**src/rtl/sync_fifo_thresh_pkg.sv**
```systemverilog
`default_nettype none
// ============================================================================
//  Module      : sync_fifo_pkg
//  Description : Shared types and elaboration helpers for the threshold FIFO
//                (address width, read-mode enum, parameter legality check).
//  Revision    : 1.0 - initial release
// ============================================================================
package sync_fifo_pkg;

    // Read-port behaviour of the FIFO
    typedef enum logic {
        FIFO_STD  = 1'b0,
        FIFO_FWFT = 1'b1
    } fifo_mode_e;

    // Pointer width for a given number of entries
    function automatic int fifo_aw(input int depth);
        return $clog2(depth);
    endfunction

    // True when the parameter set describes a buildable FIFO
    function automatic bit fifo_params_ok(
        input int width,
        input int depth,
        input int fwft,
        input int afull_lvl,
        input int aempty_lvl
    );
        bit ok;
        ok = (width >= 1);
        ok = ok && (depth >= 2) && (depth <= 256);
        ok = ok && ((depth & (depth - 1)) == 0);
        ok = ok && ((fwft == 0) || (fwft == 1));
        ok = ok && (afull_lvl >= 1) && (afull_lvl <= depth);
        ok = ok && (aempty_lvl >= 0) && (aempty_lvl <= depth - 1);
        return ok;
    endfunction

endpackage
`default_nettype wire

```
**src/rtl/sync_fifo_thresh_ram.sv**
```systemverilog
`default_nettype none
// ============================================================================
//  Module      : fifo_lutram_sdp
//  Description : Simple dual-port distributed RAM, synchronous write port and
//                asynchronous read port. Contents start at zero.
//  Revision    : 1.0 - initial release
// ============================================================================
module fifo_lutram_sdp
    import sync_fifo_pkg::*;
#(
    parameter int WIDTH = 16,
    parameter int DEPTH = 16
) (
    input  logic                       i_clk,
    input  logic                       i_we,
    input  logic [fifo_aw(DEPTH)-1:0]  i_waddr,
    input  logic [WIDTH-1:0]           i_wdata,
    input  logic [fifo_aw(DEPTH)-1:0]  i_raddr,
    output logic [WIDTH-1:0]           o_rdata
);

    (* ram_style = "distributed" *)
    logic [WIDTH-1:0] r_mem [DEPTH] = '{default: '0};

    // Synchronous write port
    always_ff @(posedge i_clk) begin
        if (i_we) begin
            r_mem[i_waddr] <= i_wdata;
        end
    end

    // Asynchronous read: returns the contents as of the last clock edge
    assign o_rdata = r_mem[i_raddr];

endmodule
`default_nettype wire

```
**src/rtl/sync_fifo_thresh.sv**
```systemverilog
`default_nettype none
// ============================================================================
//  Module      : sync_fifo_thresh
//  Description : Single-clock FIFO with almost-full/almost-empty thresholds,
//                occupancy output, registered error pulses and a selectable
//                standard or first-word-fall-through read port.
//  Revision    : 1.0 - initial release
// ============================================================================
module sync_fifo_thresh
    import sync_fifo_pkg::*;
#(
    parameter int WIDTH      = 16,
    parameter int DEPTH      = 16,
    parameter int FWFT       = 0,
    parameter int AFULL_LVL  = DEPTH - 2,
    parameter int AEMPTY_LVL = 2
) (
    input  logic                       i_clk,
    input  logic                       i_rst,
    input  logic [WIDTH-1:0]           i_data,
    input  logic                       i_wren,
    output logic                       o_full,
    output logic                       o_afull,
    output logic                       o_werr,
    input  logic                       i_rden,
    output logic [WIDTH-1:0]           o_data,
    output logic                       o_valid,
    output logic                       o_empty,
    output logic                       o_aempty,
    output logic                       o_rerr,
    output logic [$clog2(DEPTH):0]     o_count
);

    localparam int c_AW = fifo_aw(DEPTH);
    localparam int c_CW = c_AW + 1;
    localparam fifo_mode_e c_MODE = (FWFT != 0) ? FIFO_FWFT : FIFO_STD;

    localparam logic [c_CW-1:0] c_DEPTH   = c_CW'(DEPTH);
    localparam logic [c_CW-1:0] c_AFULL   = c_CW'(AFULL_LVL);
    localparam logic [c_CW-1:0] c_AEMPTY  = c_CW'(AEMPTY_LVL);
    localparam logic [c_CW-1:0] c_CNT_ONE = c_CW'(1);
    localparam logic [c_AW-1:0] c_PTR_ONE = c_AW'(1);

    // Refuse to elaborate an unbuildable configuration
    if (!fifo_params_ok(WIDTH, DEPTH, FWFT, AFULL_LVL, AEMPTY_LVL)) begin : g_param_err
        $error("sync_fifo_thresh: illegal WIDTH/DEPTH/FWFT/AFULL_LVL/AEMPTY_LVL");
    end

    logic [c_AW-1:0]  r_wr_ptr;
    logic [c_AW-1:0]  r_rd_ptr;
    logic [c_CW-1:0]  r_count;
    logic             r_werr;
    logic             r_rerr;
    logic             w_full;
    logic             w_empty;
    logic             w_rd_ok;
    logic             w_wr_ok;
    logic [WIDTH-1:0] w_ram_rdata;

    // Flags come straight from the registered occupancy, so they cannot glitch
    assign w_full  = (r_count == c_DEPTH);
    assign w_empty = (r_count == '0);

    // A write into a full FIFO is fine when a read frees the slot this cycle
    assign w_rd_ok = i_rden && !w_empty;
    assign w_wr_ok = i_wren && (!w_full || w_rd_ok);

    fifo_lutram_sdp #(
        .WIDTH (WIDTH),
        .DEPTH (DEPTH)
    ) u_ram (
        .i_clk   (i_clk),
        .i_we    (w_wr_ok),
        .i_waddr (r_wr_ptr),
        .i_wdata (i_data),
        .i_raddr (r_rd_ptr),
        .o_rdata (w_ram_rdata)
    );

    // Pointer advance; pointers wrap naturally at DEPTH
    always_ff @(posedge i_clk) begin
        if (i_rst) begin
            r_wr_ptr <= '0;
            r_rd_ptr <= '0;
        end else begin
            if (w_wr_ok) begin
                r_wr_ptr <= r_wr_ptr + c_PTR_ONE;
            end
            if (w_rd_ok) begin
                r_rd_ptr <= r_rd_ptr + c_PTR_ONE;
            end
        end
    end

    // Occupancy counter: simultaneous push and pop leave it unchanged
    always_ff @(posedge i_clk) begin
        if (i_rst) begin
            r_count <= '0;
        end else begin
            case ({w_wr_ok, w_rd_ok})
                2'b10:   r_count <= r_count + c_CNT_ONE;
                2'b01:   r_count <= r_count - c_CNT_ONE;
                default: r_count <= r_count;
            endcase
        end
    end

    // Error pulses for requests that were refused in the previous cycle
    always_ff @(posedge i_clk) begin
        if (i_rst) begin
            r_werr <= 1'b0;
            r_rerr <= 1'b0;
        end else begin
            r_werr <= i_wren && !w_wr_ok;
            r_rerr <= i_rden && !w_rd_ok;
        end
    end

    if (c_MODE == FIFO_FWFT) begin : g_fwft
        // Head of the queue is visible without a read request
        assign o_data  = w_ram_rdata;
        assign o_valid = !w_empty;
    end else begin : g_std
        logic [WIDTH-1:0] r_dout;
        logic             r_valid;

        // Registered read stage; data holds when no read is accepted
        always_ff @(posedge i_clk) begin
            if (i_rst) begin
                r_dout  <= '0;
                r_valid <= 1'b0;
            end else begin
                r_valid <= w_rd_ok;
                if (w_rd_ok) begin
                    r_dout <= w_ram_rdata;
                end
            end
        end

        assign o_data  = r_dout;
        assign o_valid = r_valid;
    end

    assign o_full   = w_full;
    assign o_empty  = w_empty;
    assign o_afull  = (r_count >= c_AFULL);
    assign o_aempty = (r_count <= c_AEMPTY);
    assign o_count  = r_count;
    assign o_werr   = r_werr;
    assign o_rerr   = r_rerr;

endmodule
`default_nettype wire

```
**config.mk**
```make
export PLATFORM = sky130hd
export DESIGN_NAME = sync_fifo_thresh
export DESIGN_NICKNAME = d
export VERILOG_FILES = /design/src/rtl/sync_fifo_thresh_pkg.sv /design/src/rtl/sync_fifo_thresh_ram.sv /design/src/rtl/sync_fifo_thresh.sv
export SDC_FILE = /design/constraint.sdc
export NUM_CORES = 1
export LEC_CHECK = 0
export BUFFER_PORTS_ARGS = -buffer_cell sky130_fd_sc_hd__buf_4
export CAP_MARGIN = 20
export CORE_ASPECT_RATIO = 1.4
export CORE_MARGIN = 1
export CORE_UTILIZATION = 50
export CTS_CLUSTER_SIZE = 30
export DETAILED_ROUTE_END_ITERATION = 10
export GPL_ROUTABILITY_DRIVEN = 0
export PLACE_DENSITY = 0.64
export SLEW_MARGIN = 30
export SYNTH_ARGS = -nofsm -noshare
export SYNTH_HDL_FRONTEND = slang
export SYNTH_HIERARCHICAL = 1
export SYNTH_SLANG_ARGS = --single-unit
```
**constraint.sdc**
```tcl
create_clock -name i_clk -period 3.5 [get_ports i_clk]
set_input_delay 0.7 -clock i_clk [delete_from_list [all_inputs] [get_ports i_clk]]
set_output_delay 0.7 -clock i_clk [all_outputs]
set_load 0.02 [all_outputs]
```
# [After elaboration in Yosys (flattened, before gate mapping)]
# Memories as Yosys holds them, arrays and structs flattened. A register that Yosys moved wholly into a read port is not among the register bits.
# Cells that the tools add are included.
[word_totals] rom_bits=0 latchBits=0 out_inout_bits=28 register_bits=16 inputBits=20 ramBits=256 mem_count=1
[op_classes] eq_ne=3 n_shift=0 mux=3 bitwise_logic=0 reduce_logical=11 n_mul=0 div_mod_pow=0 add_sub_neg=4 n_lt_le_gt_ge=2
[memory_table] name="u_ram.r_mem" words=16 word_bits=16 rd=1 rd_clocked_by_memory_dff=1 write_ports=1 line_no="sync_fifo_thresh_ram.sv:23" rtl="logic [WIDTH-1:0] r_mem [DEPTH] = '{default: '0};"
[op_table] op="$pmux W5 S2" count=1
[op_table] op="$add A4 B1 Y4 const B" count=2
[op_table] op="$add A5 B1 Y5 const B" count=1
[op_table] op="$eq A5 B5 Y1 const B" count=1
[op_table] op="$ge A5 B4 Y1 const B" count=1
[op_table] op="$le A5 B2 Y1 const B" count=1
[op_table] op="$logic_not A5 Y1" count=1
[op_table] op="$sub A5 B1 Y5 const B" count=1
[op_table] op="$logic_and A1 B1 Y1" count=4
[op_table] op="$logic_not A1 Y1" count=4
[op_table] op="$eq A2 B1 Y1 const B" count=1
[op_table] op="$eq A2 B2 Y1 const B" count=1
[op_table] op="$mux W1" count=2
[op_table] op="$reduce_bool A2 Y1" count=1
[op_table] op="$logic_or A1 B1 Y1" count=1

# [Depth between registers and ports, before layout]
# Gate-level depths: netlist of the first run.
[logic_depth] ltp_word=7 mapped_depth=13

# [Hierarchy]
# The synthesis of the first run kept the hierarchy.
[modules_own_cells] mod="fifo_lutram_sdp" n_inst=1 area_each_um2=9723.1 cells_per_inst=416 seq_area_each_um2=7687.4
[modules_own_cells] mod="sync_fifo_thresh" n_inst=1 area_each_um2=1428.9 cells_per_inst=145 seq_area_each_um2=640.6

# [Worst setup path after synthesis of the first run]
# No wires, ideal clock.
[synth_timing] path_type="reg-to-reg" from="register r_count[0] (netlist: o_count[0])" to="register r_count[4] (netlist: o_count[4])" setup_slack_ns=0.446 arrival_ns=2.933 setup_ns=0.121 n_path_buf=1 synth_period_minus_slack_ns=3.054 stages_incl_launch_ff=11 path_cell_list="dfxtp_1 or4_1 buf_6 o31ai_4 ha_1 inv_1 fa_1 nand2b_1 a21oi_1 mux2i_1 mux2_2"
[synth_via] elab_chain_len=7
[synth_rtl] element="start, declared" line_no="sync_fifo_thresh.sv:51" rtl="logic [c_CW-1:0] r_count;"
[synth_rtl] element="start signal, assigned" line_no="sync_fifo_thresh.sv:101" rtl="2'b10: r_count <= r_count + c_CNT_ONE;"
[synth_rtl] element="start signal, assigned" line_no="sync_fifo_thresh.sv:102" rtl="2'b01: r_count <= r_count - c_CNT_ONE;"
[synth_rtl] element="start signal, assigned" line_no="sync_fifo_thresh.sv:103" rtl="default: r_count <= r_count;"
[synth_rtl] element="$logic_not A5 Y1" line_no="sync_fifo_thresh.sv:62" rtl="assign w_empty = (r_count == '0);"
[synth_rtl] element="$logic_not A1 Y1" line_no="sync_fifo_thresh.sv:65" rtl="assign w_rd_ok = i_rden && !w_empty;"
[synth_rtl] element="$logic_and A1 B1 Y1" line_no="sync_fifo_thresh.sv:65"
[synth_rtl] element="$logic_or A1 B1 Y1" line_no="sync_fifo_thresh.sv:66" rtl="assign w_wr_ok = i_wren && (!w_full || w_rd_ok);"
[synth_rtl] element="$logic_and A1 B1 Y1" line_no="sync_fifo_thresh.sv:66"
[synth_rtl] element="$eq A2 B1 Y1 or $eq A2 B2 Y1 (tied branches)" line_no="sync_fifo_thresh.sv:100" rtl="case ({w_wr_ok, w_rd_ok})"
[synth_rtl] element="$pmux W5 S2 or $reduce_bool A2 Y1 (tied branches)"
# Several ways; a longest one is shown, not always the timed one.
# A chain may end at the register's enable or synchronous reset.

# [Final worst setup path of the first run]
[layout_timing] from="register r_count[1] (netlist: o_count[1])" to="register r_count[4] (netlist: o_count[4])"
# The elaborated chain is that of the path after synthesis.

==> qor.yml, run 1 <==
drt:
  wirelength_um: 22800
  first_pass_iters: 4
  routedWlPerCell_um: 23.98
  drc: 0
  antenna_left: 0
  vias_per_cell: 5.796
  drt-initial-drc-count: 391
  vias: 5512
layout:
  instances_no_fill: 951
  antennaDiodeCount: 0
  fill_cells: 1610
  layout-drive-gt1-share_pct: 28.59
  fin_nets: 662
  area_delta_synth_final_pct: 15.10
grt:
  overflow: 0
  grt_antenna_before_repair: 0
  grt_max_degree: 40
  grt_pass1_vias: 5801
  grt_util_all_layers_pct: 20.76
  grt_pass1_wl_um: 34110
worst_setup_path:
  critPathKind: "flip-flop to flip-flop"
  r2r_cells: 9
  critPathMaxStageDelay_ns: 0.61
  r2r_end: "o_count[4]"
  critPathLaunchType: "flip-flop"
  cp.required_ns: 3.92
  crit_family: "simple AND/OR/NAND/NOR gates"
  reg2reg_slack_ns: 0.26
  crit_chain: "or4_1 -> o31ai_4 -> ha_1 -> inv_1 -> fa_1 -> nand2b_1 -> a21oi_1 -> mux2i_1 -> mux2_2"
  worstPathMaxFanout: 7
  cp-end-kind: "flip-flop"
  crit_slowest_cell: "or4_1"
  cp.arrival_ns: 3.66
  worst-path-buf-inv: 1
  r2r-start: "o_count[1]"
logic_synthesis:
  synth_cell_types: 39
  postSynthAreaPerCell_um2: 19.88
  synth_ff_type: "edfxtp_1"
  synth_nets: 588
  netlist_instances: 561
  synthArstFlopShare_pct: 0
  synth_area_um2: 11150
  ys_ff_latch: 288
  synth_edf_count: 256
  yosysSeqAreaShare_pct: 74.68
  yosysWarnings: 6
timing:
  fin_skew_ns: 0.006450
  hold_violations: 0
  clock.fmax_mhz: 308.7
  finalSetupTns_ns: 0
  grt_setup_unrepaired: "no"
  drv_slew: 0
  finalCritPeriodShare_pct: 92.56
  worstMarginPinSlew_ns: 0.8367
  slew_headroom_pct: 44.22
  min_period_ns: 3.239
  finalSetupViolations: 0
die:
  die_y_um: 178.7
  initial_utilization_pct: 51.01
  fp-row-count: 64
  core-area_um2: 21860
  die-area_um2: 22910
  ioPinCount: 48
  chipWidth_um: 128.2
cts:
  clk_path_buf_depth: 3
  cts_resized: 0
  cts_tree: "built"
  cts_root_buffer: "clkbuf_16"
  cts_sinks: 288
  clk_pin_slew_ns: 0.06
  cts_made_buffers: 27
  clk_latency_ns: 0.53
  htreeDepth: 1
  cts_setup_buffers: 0
  hold_buffers: 0
power:
  peakVddDrop_mv: 0.3527
  cellPowerDensity_nw_per_um2: 678.7
  p_leak_nw: 4.315
placed_design:
  dp_cells: 903
  io_buffers: 47
  hpwl_um: 13510
min_path:
  holdPathEnd: "o_werr"
  hp-start: "i_rden"
  hold_class: "input port to flip-flop"
  min_path_cells: 2
status:
  status: "finished, final reports clean"
flow_run:
  maxCapViolations: 0
worst max path at each step:
stage | startpoint | endpoint | slack [ns] | cells past startpoint
6_report | o_count[1] | o_count[4] | 0.26 | 9
5_1_grt | o_count[1] | o_count[4] | 0.12 | 9
4_1_cts | o_count[0] | o_count[4] | 0.28 | 9
3_5_place_dp | o_count[1] | o_count[4] | 0.30 | 9
3_3_place_gp | o_count[0] | o_count[4] | 0.45 | 9
2_1_floorplan | o_count[0] | o_count[4] | 0.45 | 10
routing by layer:
| layer | global-route usage, % | routed length [um] |
|---|---|---|
| met2 | 35.41 | 11700 |
| met4 | 6.863 | 573 |
| met3 | 2.566 | 1053 |
| met5 | 0 | 0 |
| met1 | 27.82 | 9479 |
power breakdown:
group / internal (mW) / leakage, nW / switching, mW
sequential: 3.91 / 2.57 / 0.150
clock: 1.70 / 0.429 / 1.21
combinational: 0.824 / 1.31 / 0.918
sequential cells by signal, summed over array words and instances (netlist names):
| register | count |
|---|---|
| o_werr | 1 |
| o_rerr | 1 |
| r_wr_ptr | 4 |
| o_valid | 1 |
| o_data | 16 |
| u_ram/r_mem | 256 |
| r_rd_ptr | 4 |
| o_count | 5 |
layout make-up:
| type | count | area, um2 | share of cell area, % |
|---|---|---|---|
| clock buffers | 32 | 694.4 | 5.410 |
| multi-input cells | 238 | 2658 | 20.70 |
| inverters | 6 | 22.52 | 0.1755 |
| repair buffers | 74 | 580.6 | 4.523 |
| flip-flops and latches | 288 | 8333 | 64.92 |
| clock inverters | 16 | 176.4 | 1.374 |
| well taps | 297 | 371.6 | 2.895 |
cell families (layout without fill, tap and decap cells):
| group | after synthesis | after routing | synth area share, % |
|---|---|---|---|
| flip-flops | 288 | 288 | 74.68 |
| XOR/XNOR | 7 | 7 | 0.5498 |
| buffers and inverters | 35 | 128 | 1.941 |
| AO/OA/AOI/OAI | 45 | 45 | 3.119 |
| adder cells (fa/ha/maj) | 7 | 7 | 0.8527 |
| AND/OR/NAND/NOR | 95 | 95 | 3.792 |
| multiplexers | 84 | 84 | 15.07 |
synthesized netlist by cell type (2+ instances only):
| cell | number | area [um2] |
|---|---|---|
| a21oi_1 | 5 | 25.02 |
| a22oi_1 | 32 | 240.2 |
| buf_1 | 3 | 11.26 |
| buf_12 | 2 | 40.04 |
| buf_2 | 3 | 15.01 |
| buf_4 | 3 | 22.52 |
| buf_6 | 5 | 56.30 |
| clkbuf_1 | 13 | 48.80 |
| dfxtp_1 | 32 | 640.6 |
| edfxtp_1 | 256 | 7687 |
| ha_1 | 6 | 75.07 |
| inv_1 | 6 | 22.52 |
| mux2i_1 | 19 | 190.2 |
| mux4_1 | 10 | 262.8 |
| mux4_2 | 54 | 1216 |
| nand2_1 | 19 | 71.32 |
| nand2b_1 | 4 | 25.02 |
| nand3_1 | 3 | 15.01 |
| nand3b_1 | 2 | 15.01 |
| nor2_1 | 51 | 191.4 |
| nor2b_1 | 2 | 12.51 |
| nor3_1 | 5 | 25.02 |
| nor4bb_1 | 2 | 20.02 |
| o211ai_1 | 2 | 15.01 |
| or3_1 | 2 | 12.51 |
| xor2_1 | 7 | 61.31 |
cell usage in the layout, fill, tap and decap left out, types with 6 or more instances in the layout:
cell type,instances
mux4_2,54
nand2_1,19
mux2i_1,19
clkbuf_16,27
nor2_2,12
ha_1,6
clkinv_1,6
inv_1,6
dfxtp_1,30
nor2_1,39
buf_4,72
mux4_1,10
a22oi_1,32
edfxtp_1,256
xor2_1,7
through the flow:
stage	worst slack (ns)	instance area, um2	hold WS (ns)	util [%]	total power, mW
finish	0.2605	12840	0.4252	58.72	8.712
global route	0.1225	12840	0.4226	58.72	9.060
global placement	0.4460	11970	0.4753	54.73	5.840
CTS	0.2759	12840	0.4072	58.72	8.798
detailed placement	0.2973	11970	0.4864	54.73	5.902
floorplan	0.4458	11150	0.4924	-	5.405
worst reg2reg max path, delay by kind of cell (launching register included):
kind	cells	cell delay, ns
mux	2	0.56
fa+ha+maj	2	0.77
simple gates	2	0.79
compound gates	2	0.53
flops	1	0.38
buf+inv	1	0.11
No activity file was read; power rests on OpenSTA's default activity.
==> run 2, diff against run 1 <==
==> constraint.sdc (replaced) <==
create_clock -name i_clk -period 3.9 [get_ports i_clk]
set_input_delay 0.78 -clock i_clk [delete_from_list [all_inputs] [get_ports i_clk]]
set_output_delay 0.78 -clock i_clk [all_outputs]
set_load 0.02 [all_outputs]
==> qor.yml, run 2 (same netlist as run 1, synthesis figures left out) <==
timing:
  min_period_ns: 3.375
  slew_headroom_pct: 37.14
  finalSetupViolations: 0
  grt_setup_unrepaired: "no"
  clock.fmax_mhz: 296.3
  finalSetupTns_ns: 0
  timing.hold.ws_ns: 0.4969
  drv_slew: 0
  hold_violations: 0
  fin_skew_ns: 0.009883
  worstMarginPinSlew_ns: 0.9428
  finalCritPeriodShare_pct: 86.54
worst_setup_path:
  critPathMaxStageDelay_ns: 0.75
  cp.required_ns: 4.32
  critPathLaunchType: "flip-flop"
  r2r_cells: 9
  critPathKind: "flip-flop to flip-flop"
  r2r_end: "o_count[4]"
  worstPathMaxFanout: 8
  cp-end-kind: "flip-flop"
  cp.arrival_ns: 3.79
  reg2reg_slack_ns: 0.52
  crit_chain: "or4_1 -> o31ai_4 -> ha_1 -> inv_1 -> fa_1 -> nand2b_1 -> a21oi_1 -> mux2i_1 -> mux2_2"
  crit_slowest_cell: "or4_1"
  setup.worst_path.start: "o_count[0]"
  r2r-start: "o_count[0]"
grt:
  use_met1_pct: 28.63
  grt_pass1_vias: 5756
  grt_max_degree: 35
  top_usage_layer: "met2"
  grt_use_met2_pct: 35.50
  grt_antenna_before_repair: 0
  grt_pass1_wl_um: 34740
  grt_util_all_layers_pct: 21.06
  overflow: 0
  met3_usage_pct: 2.805
min_path:
  holdPathEnd: "o_data[15]"
  min_path_cells: 2
  hp-start: "o_data[15]"
  hold_class: "flip-flop to flip-flop"
power:
  peakVddDrop_mv: 0.3799
  cellPowerDensity_nw_per_um2: 592.2
  p_leak_nw: 4.263
  p_total_mw: 7.547
layout:
  area_delta_synth_final_pct: 14.28
  top_register: "u_ram/r_mem"
  largest_reg_flops: 256
  layout-drive-gt1-share_pct: 28.13
  utilization_pct: 58.30
  fin_nets: 660
  instances_no_fill: 951
  antennaDiodeCount: 0
  final_cell_mix: "edfxtp_1 (256), buf_4 (70), mux4_2 (54)"
  final_common_cell: "edfxtp_1"
cts:
  htreeDepth: 1
  clk_latency_ns: 0.53
  clk_path_buf_depth: 3
  cts_sinks: 288
  cts_resized: 0
  clk_pin_slew_ns: 0.06
  cts_made_buffers: 27
  cts_root_buffer: "clkbuf_16"
  cts_tree: "built"
  cts_setup_buffers: 0
  hold_buffers: 0
drt:
  vias_per_cell: 5.856
  first_pass_iters: 5
  drc: 0
  antenna_left: 0
  wirelength_um: 22780
  routedWlPerCell_um: 23.95
  vias: 5569
  drt-initial-drc-count: 539
placed_design:
  dp_cells: 901
  io_buffers: 47
  hpwl_um: 13170
die:
  chipWidth_um: 128.2
  core-area_um2: 21860
  die_y_um: 178.7
  fp-row-count: 64
  initial_utilization_pct: 51.01
  ioPinCount: 48
  die-area_um2: 22910
status:
  status: "finished, final reports clean"
flow_run:
  maxCapViolations: 0
==> run 2: cell types whose count changed in the layout (fill, tap and decap cells not counted), sizes merged <==
cell and change:
clkinvlp +1, buf -2, clkbuf +9, clkinv -4
bufinv -4
==> run 2: routing by layer <==
| metal | up-vias | routed length (um) |
|---|---|---|
| met2 | 149 | 11500 |
| met5 | - | 0 |
| li1 | 2418 | - |
| met3 | 39 | 994 |
| met4 | 0 | 488 |
| met1 | 2963 | 9799 |
==> run 2: metrics by stage <==
step                      cell area (um2)  setup WS, ns
final                               12740        0.5250
after global routing                12740        0.3365
after CTS                           12740        0.5490
after detailed placement            11950        0.5696
after global placement              11950        0.6926
after floorplan                     11150        0.8458
==> run 2: worst max-delay path by stage <==
stage                      end  slack (ns)  depth (start not counted)
detailed placement  o_count[4]        0.57                          9
CTS                 o_count[4]        0.55                          9
finish              o_count[4]        0.52                          9
global placement    o_count[4]        0.69                          9
floorplan           o_count[4]        0.85                         10
global route        o_count[4]        0.34                          9
==> run 2: layout make-up <==
cell class	count	area, um2
fillers	1623	9116
flip-flops and latches	288	8333
multi-input cells	238	2659
clock buffers	41	748.2
repair buffers	72	565.5
well taps	297	371.6
clock inverters	9	45.04
inverters	6	22.52
==> run 2: worst max-delay path, delay by kind of cell, from the launching register on <==
family / cells / cell delay [ns]
flip-flops: 1 / 0.36
AND/OR/NAND/NOR: 2 / 0.93
adder cells (fa/ha/maj): 2 / 0.74
AO/OA/AOI/OAI: 2 / 0.57
buffers and inverters: 1 / 0.10
multiplexers: 2 / 0.56
==> run 2: report_power, final <==
part	switching, mW	total, mW	leakage (nW)	internal, mW
logic	0.770	1.49	1.30	0.723
clock network	1.05	2.37	0.386	1.32
registers	0.177	3.69	2.57	3.51
total	2.00	7.55	4.26	5.55
==> run 3, diff against run 2 <==
--- a/config.mk
+++ b/config.mk
@@ -9,13 +9,14 @@
 export CAP_MARGIN = 20
 export CORE_ASPECT_RATIO = 1.4
 export CORE_MARGIN = 1
-export CORE_UTILIZATION = 50
+export CORE_UTILIZATION = 40
 export CTS_CLUSTER_SIZE = 30
 export DETAILED_ROUTE_END_ITERATION = 10
 export GPL_ROUTABILITY_DRIVEN = 0
-export PLACE_DENSITY = 0.64
+export PLACE_DENSITY = 0.53
 export SLEW_MARGIN = 30
 export SYNTH_ARGS = -nofsm -noshare
 export SYNTH_HDL_FRONTEND = slang
 export SYNTH_HIERARCHICAL = 1
 export SYNTH_SLANG_ARGS = --single-unit
+export TNS_END_PERCENT = 5
==> qor.yml, run 3 (same netlist as run 1, synthesis figures left out) <==
worst_setup_path:
  cp.arrival_ns: 3.80
  critPathKind: "flip-flop to flip-flop"
  crit_family: "simple AND/OR/NAND/NOR gates"
  critPathLaunchType: "flip-flop"
  worstPathMaxFanout: 8
  cp-end-kind: "flip-flop"
  worst-path-buf-inv: 1
  crit_slowest_cell: "or4_1"
  critPathMaxStageDelay_ns: 0.74
  crit_chain: "or4_1 -> o31ai_4 -> ha_1 -> inv_1 -> fa_1 -> nand2b_1 -> a21oi_1 -> mux2i_1 -> mux2_2"
  cp.required_ns: 4.32
timing:
  finalSetupViolations: 0
  drv_slew: 0
  slew_headroom_pct: 60.05
  finalSetupTns_ns: 0
  grt_setup_unrepaired: "no"
  clock.fmax_mhz: 296.3
  fin_skew_ns: 0.02036
  min_period_ns: 3.375
  timing.hold.ws_ns: 0.4961
  hold_violations: 0
  finalCritPeriodShare_pct: 86.55
  worstMarginPinSlew_ns: 0.5992
placed_design:
  io_buffers: 47
  hpwl_um: 14260
  dp_cells: 974
cts:
  htreeDepth: 1
  clk_latency_ns: 0.55
  cts_made_buffers: 27
  cts_sinks: 288
  cts_tree: "built"
  hold_buffers: 0
  clk_pin_slew_ns: 0.06
  cts_resized: 0
  cts_root_buffer: "clkbuf_16"
  cts_setup_buffers: 0
  clk_path_buf_depth: 3
layout:
  largest_reg_flops: 256
  top_register: "u_ram/r_mem"
  fin_nets: 660
  layout-drive-gt1-share_pct: 28.59
  multi_input_area_um2: 2659
  ff_latch_area_um2: 8333
  area_delta_synth_final_pct: 15.98
  final_common_cell: "edfxtp_1"
  fill_cells: 2308
  instances_no_fill: 1024
  antennaDiodeCount: 0
  final_cell_mix: "edfxtp_1 (256), buf_4 (70), mux4_2 (54)"
grt:
  grt_antenna_before_repair: 0
  overflow: 0
  grt_pass1_wl_um: 36800
  grt_util_all_layers_pct: 18.07
  grt_pass1_vias: 5790
  grt_max_degree: 68
drt:
  routedWlPerCell_um: 24.15
  wirelength_um: 24730
  vias: 5601
  first_pass_iters: 4
  drt-initial-drc-count: 381
  antenna_left: 0
  vias_per_cell: 5.470
  drc: 0
min_path:
  hold_class: "flip-flop to flip-flop"
power:
  cellPowerDensity_nw_per_um2: 606.9
  p_leak_nw: 4.309
  peakVddDrop_mv: 0.3171
die:
  die-area_um2: 28560
  core-area_um2: 27480
  fp-row-count: 72
  initial_utilization_pct: 40.59
  ioPinCount: 48
  chipWidth_um: 143.1
  die_y_um: 199.6
flow_run:
  maxCapViolations: 0
status:
  status: "finished, final reports clean"
run 3: cell count changes in the layout (fill, tap and decap cells not counted):
cell,before,now
clkinvlp_2,1,0
bufinv_16,0,4
clkbuf_1,12,10
clkinv_1,3,2
clkinvlp_4,0,1
clkbuf_8,2,1
run 3: tightest hold or removal path: stages (launching register included):
cell,delay (ns)
dfxtp_1,0.33
mux2i_1,0.07
nor2_1,0.07
run 3: path summary, 6_finish.rpt:
path / startpoint / end / slack (ns) / depth (start not counted)
setup / recovery: o_count[0] / o_count[4] / 0.52 / 9
hold / removal: o_data[14] / o_data[14] / 0.50 / 2
setup reg to reg: o_count[0] / o_count[4] / 0.52 / 9
hold reg to reg: o_data[14] / o_data[14] / 0.50 / 2
run 3: power by group:
part / total (mW) / switching (mW) / internal (mW)
Clock: 2.65 / 1.09 / 1.57
Sequential: 3.65 / 0.141 / 3.51
Combinational: 1.55 / 0.826 / 0.720
run 3: final cells by class:
type	count	area share (%)
Timing Repair Buffer	72	4.373
Inverter	6	0.1741
Tap cell	370	3.579
Clock inverter	12	1.267
Sequential cell	288	64.43
Multi-Input combinational cell	238	20.56
Clock buffer	38	5.621
run 3: metal layers:
layer / routed length [um] / up-vias / part of all wire (%) / global-route usage (%)
li1: - / 2421 / - / -
met1: 9954 / 2976 / 40 / 22.71
met5: 0 / - / 0 / 0
met3: 1362 / 38 / 5.5 / 2.780
met4: 592 / 0 / 2.4 / 6.571
met2: 12820 / 166 / 52 / 31.47
run 3: metrics by stage:
stage / worst slack (ns) / total power [mW] / cell area (um2) / util, %
after global placement: 0.6895 / 5.232 / 12040 / 43.83
final: 0.5247 / 7.849 / 12930 / 47.07
after detailed placement: 0.5177 / 5.286 / 12040 / 43.83
after global routing: 0.3350 / 8.167 / 12930 / 47.07
after CTS: 0.5064 / 7.952 / 12930 / 47.07
after floorplan: 0.8458 / 4.851 / 11150 / -
